File: src/rtl/tile_map_pkg.sv
// Shared constants and types for the tile map scheduler.
// Tile codes, map geometry and FSM state encoding.
package tile_map_pkg;

   localparam int CELLS  = 100;
   localparam int ADDR_W = 7;
   localparam int TILE_W = 3;

   localparam logic [TILE_W-1:0] TILE_BG    = 3'd0;
   localparam logic [TILE_W-1:0] TILE_BLOCK = 3'd1;
   localparam logic [TILE_W-1:0] TILE_P1    = 3'd2;
   localparam logic [TILE_W-1:0] TILE_P2    = 3'd3;
   localparam logic [TILE_W-1:0] TILE_BOMB0 = 3'd4;
   localparam logic [TILE_W-1:0] TILE_BOMB1 = 3'd5;
   localparam logic [TILE_W-1:0] TILE_BOMB2 = 3'd6;

   typedef enum logic [1:0] {
      ST_ACTIVE = 2'd0,
      ST_ARB    = 2'd1,
      ST_CLEAR  = 2'd2
   } state_t;

endpackage

File: src/rtl/rr_arbiter.sv
// Combinational round-robin picker for the tile write port.
// Grants the first request at or after ptr_i; caller registers.
module rr_arbiter #(
   parameter int NUM_REQ = 3,
   parameter int PTR_W   = (NUM_REQ > 1) ? $clog2(NUM_REQ) : 1
) (
   input  logic [NUM_REQ-1:0] req_i,
   input  logic [PTR_W-1:0]   ptr_i,
   input  logic               en_i,
   output logic [NUM_REQ-1:0] gnt_o,
   output logic [PTR_W-1:0]   ptr_o
);

   logic             found;
   logic [PTR_W-1:0] idx;

   // scan from the pointer, wrapping, and take the first request
   always_comb begin
      gnt_o = '0;
      ptr_o = ptr_i;
      found = 1'b0;
      idx   = '0;
      for (int k = 0; k < NUM_REQ; k++) begin
         idx = PTR_W'((32'(ptr_i) + 32'(k)) % NUM_REQ);
         if (en_i && !found && req_i[idx]) begin
            gnt_o[idx] = 1'b1;
            ptr_o      = PTR_W'((32'(idx) + 1) % NUM_REQ);
            found      = 1'b1;
         end
      end
   end

endmodule

File: src/rtl/tile_map_sched.sv
// Tile map owner: blanking-only writes, round-robin requesters,
// sequenced full-map clear and a registered renderer read port.
module tile_map_sched
   import tile_map_pkg::*;
#(
   parameter int NUM_REQ = 3,
   parameter int CELLS   = tile_map_pkg::CELLS,
   parameter int TILE_W  = tile_map_pkg::TILE_W,
   parameter int ADDR_W  = tile_map_pkg::ADDR_W
) (
   input  logic                      pixel_clk,
   input  logic                      rst,
   input  logic                      vblank,
   input  logic [NUM_REQ-1:0]        req,
   input  logic [NUM_REQ*ADDR_W-1:0] wr_addr,
   input  logic [NUM_REQ*TILE_W-1:0] wr_data,
   output logic [NUM_REQ-1:0]        gnt,
   input  logic                      clear_req,
   output logic                      busy,
   output logic                      addr_err,
   input  logic [ADDR_W-1:0]         rd_addr,
   output logic [TILE_W-1:0]         rd_data,
   output logic [7:0]                frame_cnt
);

   localparam int PTR_W = (NUM_REQ > 1) ? $clog2(NUM_REQ) : 1;

   state_t              state_q, state_d;
   logic [TILE_W-1:0]   mem_q [CELLS];
   logic [NUM_REQ-1:0]  gnt_q, pick;
   logic [PTR_W-1:0]    rr_q, rr_d;
   logic [ADDR_W-1:0]   clr_q, clr_d;
   logic                pend_q, pend_d;
   logic                err_q, err_d;
   logic [TILE_W-1:0]   rd_q, rd_d;
   logic                vb_q;
   logic [7:0]          frm_q, frm_d;
   logic                arb_en, clr_on, clr_done;
   logic [ADDR_W-1:0]   sel_addr;
   logic [TILE_W-1:0]   sel_data;
   logic                sel_ok;

   assign arb_en   = (state_q == ST_ARB) && !pend_q;
   assign clr_on   = (state_q == ST_CLEAR);
   assign clr_done = clr_on && (int'(clr_q) == CELLS - 1);

   rr_arbiter #(
      .NUM_REQ (NUM_REQ),
      .PTR_W   (PTR_W)
   ) u_arb (
      .req_i (req & ~gnt_q),
      .ptr_i (rr_q),
      .en_i  (arb_en),
      .gnt_o (pick),
      .ptr_o (rr_d)
   );

   // route the winning requester's address and data
   always_comb begin
      sel_addr = '0;
      sel_data = '0;
      for (int i = 0; i < NUM_REQ; i++) begin
         if (pick[i]) begin
            sel_addr = wr_addr[i*ADDR_W +: ADDR_W];
            sel_data = wr_data[i*TILE_W +: TILE_W];
         end
      end
   end

   assign sel_ok = int'(sel_addr) < CELLS;

   // next state: blanking tracking, clear sweep and pointers
   always_comb begin
      err_d  = (|pick) && !sel_ok;
      clr_d  = clr_q;
      pend_d = pend_q | clear_req;
      if (clr_on) begin
         clr_d = clr_done ? '0 : clr_q + 1'b1;
      end
      if (clr_done) begin
         pend_d = 1'b0;
      end
      if (!vblank) begin
         state_d = ST_ACTIVE;
      end else if (clr_on) begin
         state_d = clr_done ? ST_ARB : ST_CLEAR;
      end else begin
         state_d = pend_q ? ST_CLEAR : ST_ARB;
      end
      rd_d  = (int'(rd_addr) < CELLS) ? mem_q[rd_addr] : '0;
      frm_d = (vblank && !vb_q) ? frm_q + 8'd1 : frm_q;
   end

   // control and output registers
   always_ff @(posedge pixel_clk or posedge rst) begin
      if (rst) begin
         state_q <= ST_ACTIVE;
         gnt_q   <= '0;
         rr_q    <= '0;
         clr_q   <= '0;
         pend_q  <= 1'b0;
         err_q   <= 1'b0;
         rd_q    <= '0;
         vb_q    <= 1'b0;
         frm_q   <= '0;
      end else begin
         state_q <= state_d;
         gnt_q   <= pick;
         rr_q    <= rr_d;
         clr_q   <= clr_d;
         pend_q  <= pend_d;
         err_q   <= err_d;
         rd_q    <= rd_d;
         vb_q    <= vblank;
         frm_q   <= frm_d;
      end
   end

   // tile storage: sweep zeroes take precedence over grants
   always_ff @(posedge pixel_clk or posedge rst) begin
      if (rst) begin
         for (int i = 0; i < CELLS; i++) begin
            mem_q[i] <= '0;
         end
      end else if (clr_on) begin
         mem_q[clr_q] <= TILE_W'(TILE_BG);
      end else if ((|pick) && sel_ok) begin
         mem_q[sel_addr] <= sel_data;
      end
   end

   assign gnt       = gnt_q;
   assign busy      = pend_q;
   assign addr_err  = err_q;
   assign rd_data   = rd_q;
   assign frame_cnt = frm_q;

endmodule

File: config.mk
export PLATFORM = sky130hd
export DESIGN_NAME = tile_map_sched
export DESIGN_NICKNAME = d
export VERILOG_FILES = /design/src/rtl/tile_map_pkg.sv /design/src/rtl/rr_arbiter.sv /design/src/rtl/tile_map_sched.sv
export SDC_FILE = /design/constraint.sdc
export NUM_CORES = 1
export LEC_CHECK = 0
export CAP_MARGIN = 10
export CORE_AREA = 2 2 179 181
export DETAILED_ROUTE_END_ITERATION = 8
export DIE_AREA = 0 0 181 183
export PLACE_DENSITY = 0.75
export SLEW_MARGIN = 20
export SYNTH_ARGS = -nofsm -noshare
export SYNTH_HDL_FRONTEND = slang
export SYNTH_HIERARCHICAL = 1
export SYNTH_SLANG_ARGS = --single-unit
File: constraint.sdc
create_clock -name pixel_clk -period 13.72 [get_ports pixel_clk]
set_input_delay 2.744 -clock pixel_clk [delete_from_list [all_inputs] [get_ports pixel_clk]]
set_output_delay 2.744 -clock pixel_clk [all_outputs]
set_load 0.05 [all_outputs]
==> flow_summary_export.csv <==
group,metric,value,unit
status,status,"complete, no violations",
power_and_ir_drop,powerDensity,139,nW/um2
layout,multi_input_area,9130,um2
yosys,postSynthCellCount,1614,
placement,hpwl,32900,um
min_path,hold_depth,1,
drt,drc_errors,0,
yosys,synth_top_area_cell,"dfrtp_1",
layout,diodes,0,
setup_path,cp_cell_sequence,"clkdlybuf4s50_1 -> nor2b_1 -> or2b_1 -> mux2i_1 -> nor3b_1 -> a22oi_1 -> nand2_1 -> inv_2 -> a31oi_4 -> and4_1 -> nand2_1 -> mux2i_1",
yosys,synth_compound_area_frac,0.0832,
sta,period_share,0.529,
sta,fmax,0.138,GHz
yosys,synth_fa_ha_area_frac,0.00421,
global_route,grt_remaining_overflow,0,
sta,rsz0062_at_grt,"false",
clock_network,post_cts.repair.setup_buffers,0,
clock_network,cts-root-buf,"clkbuf_16",
yosys,syn_area,17800,um2
global_route,grt_pass1_vias,14100,
yosys,synth.most_common_cell,"nand2_1",
setup_path,ff2ff_setup_slack,8.54,ns
clock_network,cts_tree,"done",
layout,drive_gt1_frac,0.142,
yosys,synth-simple-area-share,0.167,
yosys,ys_warn_count,6,
drt,wirelength,51500,um
sta,hold_violations,0,
clock_network,cts_resized,0,
layout,area_delta_synth_final,11.9,%
floorplan,start_util,0.570,
yosys,ys_async_sr_fraction,1.00,
layout,nNetsFinal,1679,
drt,avgRoutedWirePerCell,25.0,um
drt,initialDrtViolationCount,1498,
floorplan,num_rows,65,
drt,maxUsedRoutingLayer,"met4",
drt,vias,13800,
sta,slew_violations,0,
floorplan,dieArea,33100,um2
yosys,synth_top_family_by_area,"multiplexers",
sta,relSlewSlack,0.190,
setup_path,arrival,7.60,ns
clock_network,cts.hold.buffers_added,0,
drt,viasPerCell,6.70,
sta,fin_skew,0.0129,ns
sta,tightest_slew,1.21,ns
setup_path,required,14.06,ns
drt,detail-route-antenna-nets,0,
layout,seq_area,8210,um2
setup_path,crit_family,"simple AND/OR/NAND/NOR gates",
clock_network,insertion_delay,0.53,ns
setup_path,critical_path.max_stage_delay,1.06,ns
clock_network,h-tree-depth,2,
floorplan,io_pins,60,
global_route,grt_pass1_wl,81300,um
yosys,synth_top_area_share,0.461,
floorplan,coreArea,31200,um2
run,drv_cap,0,
clock_network,clkTransAtPathRegs,0.06,ns
power_and_ir_drop,ir_drop,0.000154,V
min_path,min_path_type,"reg2reg",
yosys,synthTopCellsByCount,"nand2_1 (407), dfrtp_1 (328), mux2i_1 (253), mux4_2 (81), o211ai_1 (66)",
drt,drt-met1-wl,20000,um
setup_path,crit_path_end_kind,"register",
yosys,synthXorXnorAreaFrac,0.00492,
sta,tns,0,ns
clock_network,cts.path.max_buffers,3,
floorplan,die_h,183,um
floorplan,die_x,181,um
power_and_ir_drop,p_leak,0.00938,uW
setup_path,critPathLaunch,"req[1]",
yosys,synth_nets,1664,
setup_path,crit_type,"in2reg",
yosys,synth_cell_type_count,79,
placement,port_buffers,59,
yosys,synth_top_flop_cell,"dfrtp_1",
yosys,synth_area_per_cell,11.0,um2
sta,setup_violations,0,
yosys,synth_seq_cells,328,
drt,dr_wl_met2,23200,um
layout,final_util,0.638,
yosys,synthTopCellsByArea,"dfrtp_1 (46%), mux2i_1 (14%), mux4_2 (10%)",
yosys,synth_edf_count,0,
setup_path,cpMaxStageDelayCell,"and4_1",
global_route,globalRouteTotalUtil,0.319,
clock_network,clock_sinks,328,
setup_path,critPathMaxFanout,20,
placement,place_congestion,0.869,
setup_path,r2r-start,"rr_q[0]$_DFF_PP0_",
yosys,ys_seq_area_frac,0.461,
drt,wl_met3,5530,um
yosys,synth.mux.area_fraction,0.247,
sta,period_minus_slack,7.26,ns
global_route,antenna_found_initial,0,
setup_path,reg2regPathDepth,12,
global_route,grt_max_degree,100,
min_path,min_from,"frame_cnt[7]$_DFFE_PP0P_",
setup_path,path_buf_inv,2,
clock_network,numCtsBuffers,36,
drt,first_pass_iters,6,
min_path,hold_path_end,"frame_cnt[7]$_DFFE_PP0P_",
layout,fillers,2461,
setup_path,r2r_end,"mem_q[232]$_DFFE_PP0P_",
setup_path,start_kind,"primary input",
-- cell families (layout without fill, tap and decap cells) --
family                     after synthesis  after routing
xor gates and xnor gates                10             10
muxes                                  337            337
adders and majority gates                6              6
AOI/OAI and AO/OA                      209            209
DFF                                    328            328
buffers and inverters                  122            164
and+or+nand+nor                        602            602
-- metal layers --
layer,up-vias,global-route usage
met3,184,0.0729
met4,0,0.157
met5,-,0
met2,830,0.494
met1,6904,0.429
li1,5862,-
-- cell type report --
class	count	area share
well taps	402	0.0252
multi-input cells	1164	0.458
inverters	11	0.00245
flip-flops and latches	328	0.412
clock inverters	13	0.00647
clock buffers	52	0.0553
repair buffers	88	0.0407
-- placed cells by master, fill, tap and decap left out, types with 7 or more instances in the layout --
master,count
nand2b_1,29
a22oi_1,7
nor4_4,11
mux4_2,81
buf_4,29
o21ai_1,18
dfrtp_1,328
o21ai_0,61
clkinv_2,7
nor3_1,12
nand3b_1,8
clkdlybuf4s50_1,57
nand2_1,407
inv_1,7
o211ai_1,66
mux2i_1,253
nor2b_1,15
nor2_1,30
nand3_1,10
clkbuf_16,37
and2_1,10
nand4_1,14
clkbuf_8,12
-- how the worst max path moves through the flow --
stage	endpoint	cells after the start
finish	mem_q[232]$_DFFE_PP0P_	12
global route	mem_q[232]$_DFFE_PP0P_	12
CTS	mem_q[1]$_DFFE_PP0P_	12
detailed placement	mem_q[2]$_DFFE_PP0P_	12
global placement	mem_q[1]$_DFFE_PP0P_	12
floorplan	addr_err$_DFF_PP0_	1
-- flip-flops by register name, indices dropped and copies added (netlist names) --
signal,count
mem_q,300
busy,1
clr_q,7
rr_q,2
state_q,2
vb_q,1
gnt,3
rd_data,3
frame_cnt,8
addr_err,1
-- stage by stage --
step                      area [um2]  total power (uW)  hold WS (ns)  worst slack, ns  std cells
after floorplan                17800              1580         0.478             1.89       1614
after global placement         18700              1740         0.465             5.72       1992
after detailed placement       18700              1770         0.471             5.33       1992
after CTS                      19900              2760         0.485             5.86       2057
after global routing           19900              2880         0.510             6.15       2058
final                          19900              2770         0.482             6.46       2058
-- where the power goes --
group | switching, uW | total [uW] | leakage, uW | internal (uW)
logic | 304 | 529 | 0.00526 | 225
registers | 120 | 1240 | 0.00351 | 1120
clock network | 402 | 1000 | 0.000615 | 598
total | 826 | 2770 | 0.00938 | 1950
Power figures use the tool's default switching activity.
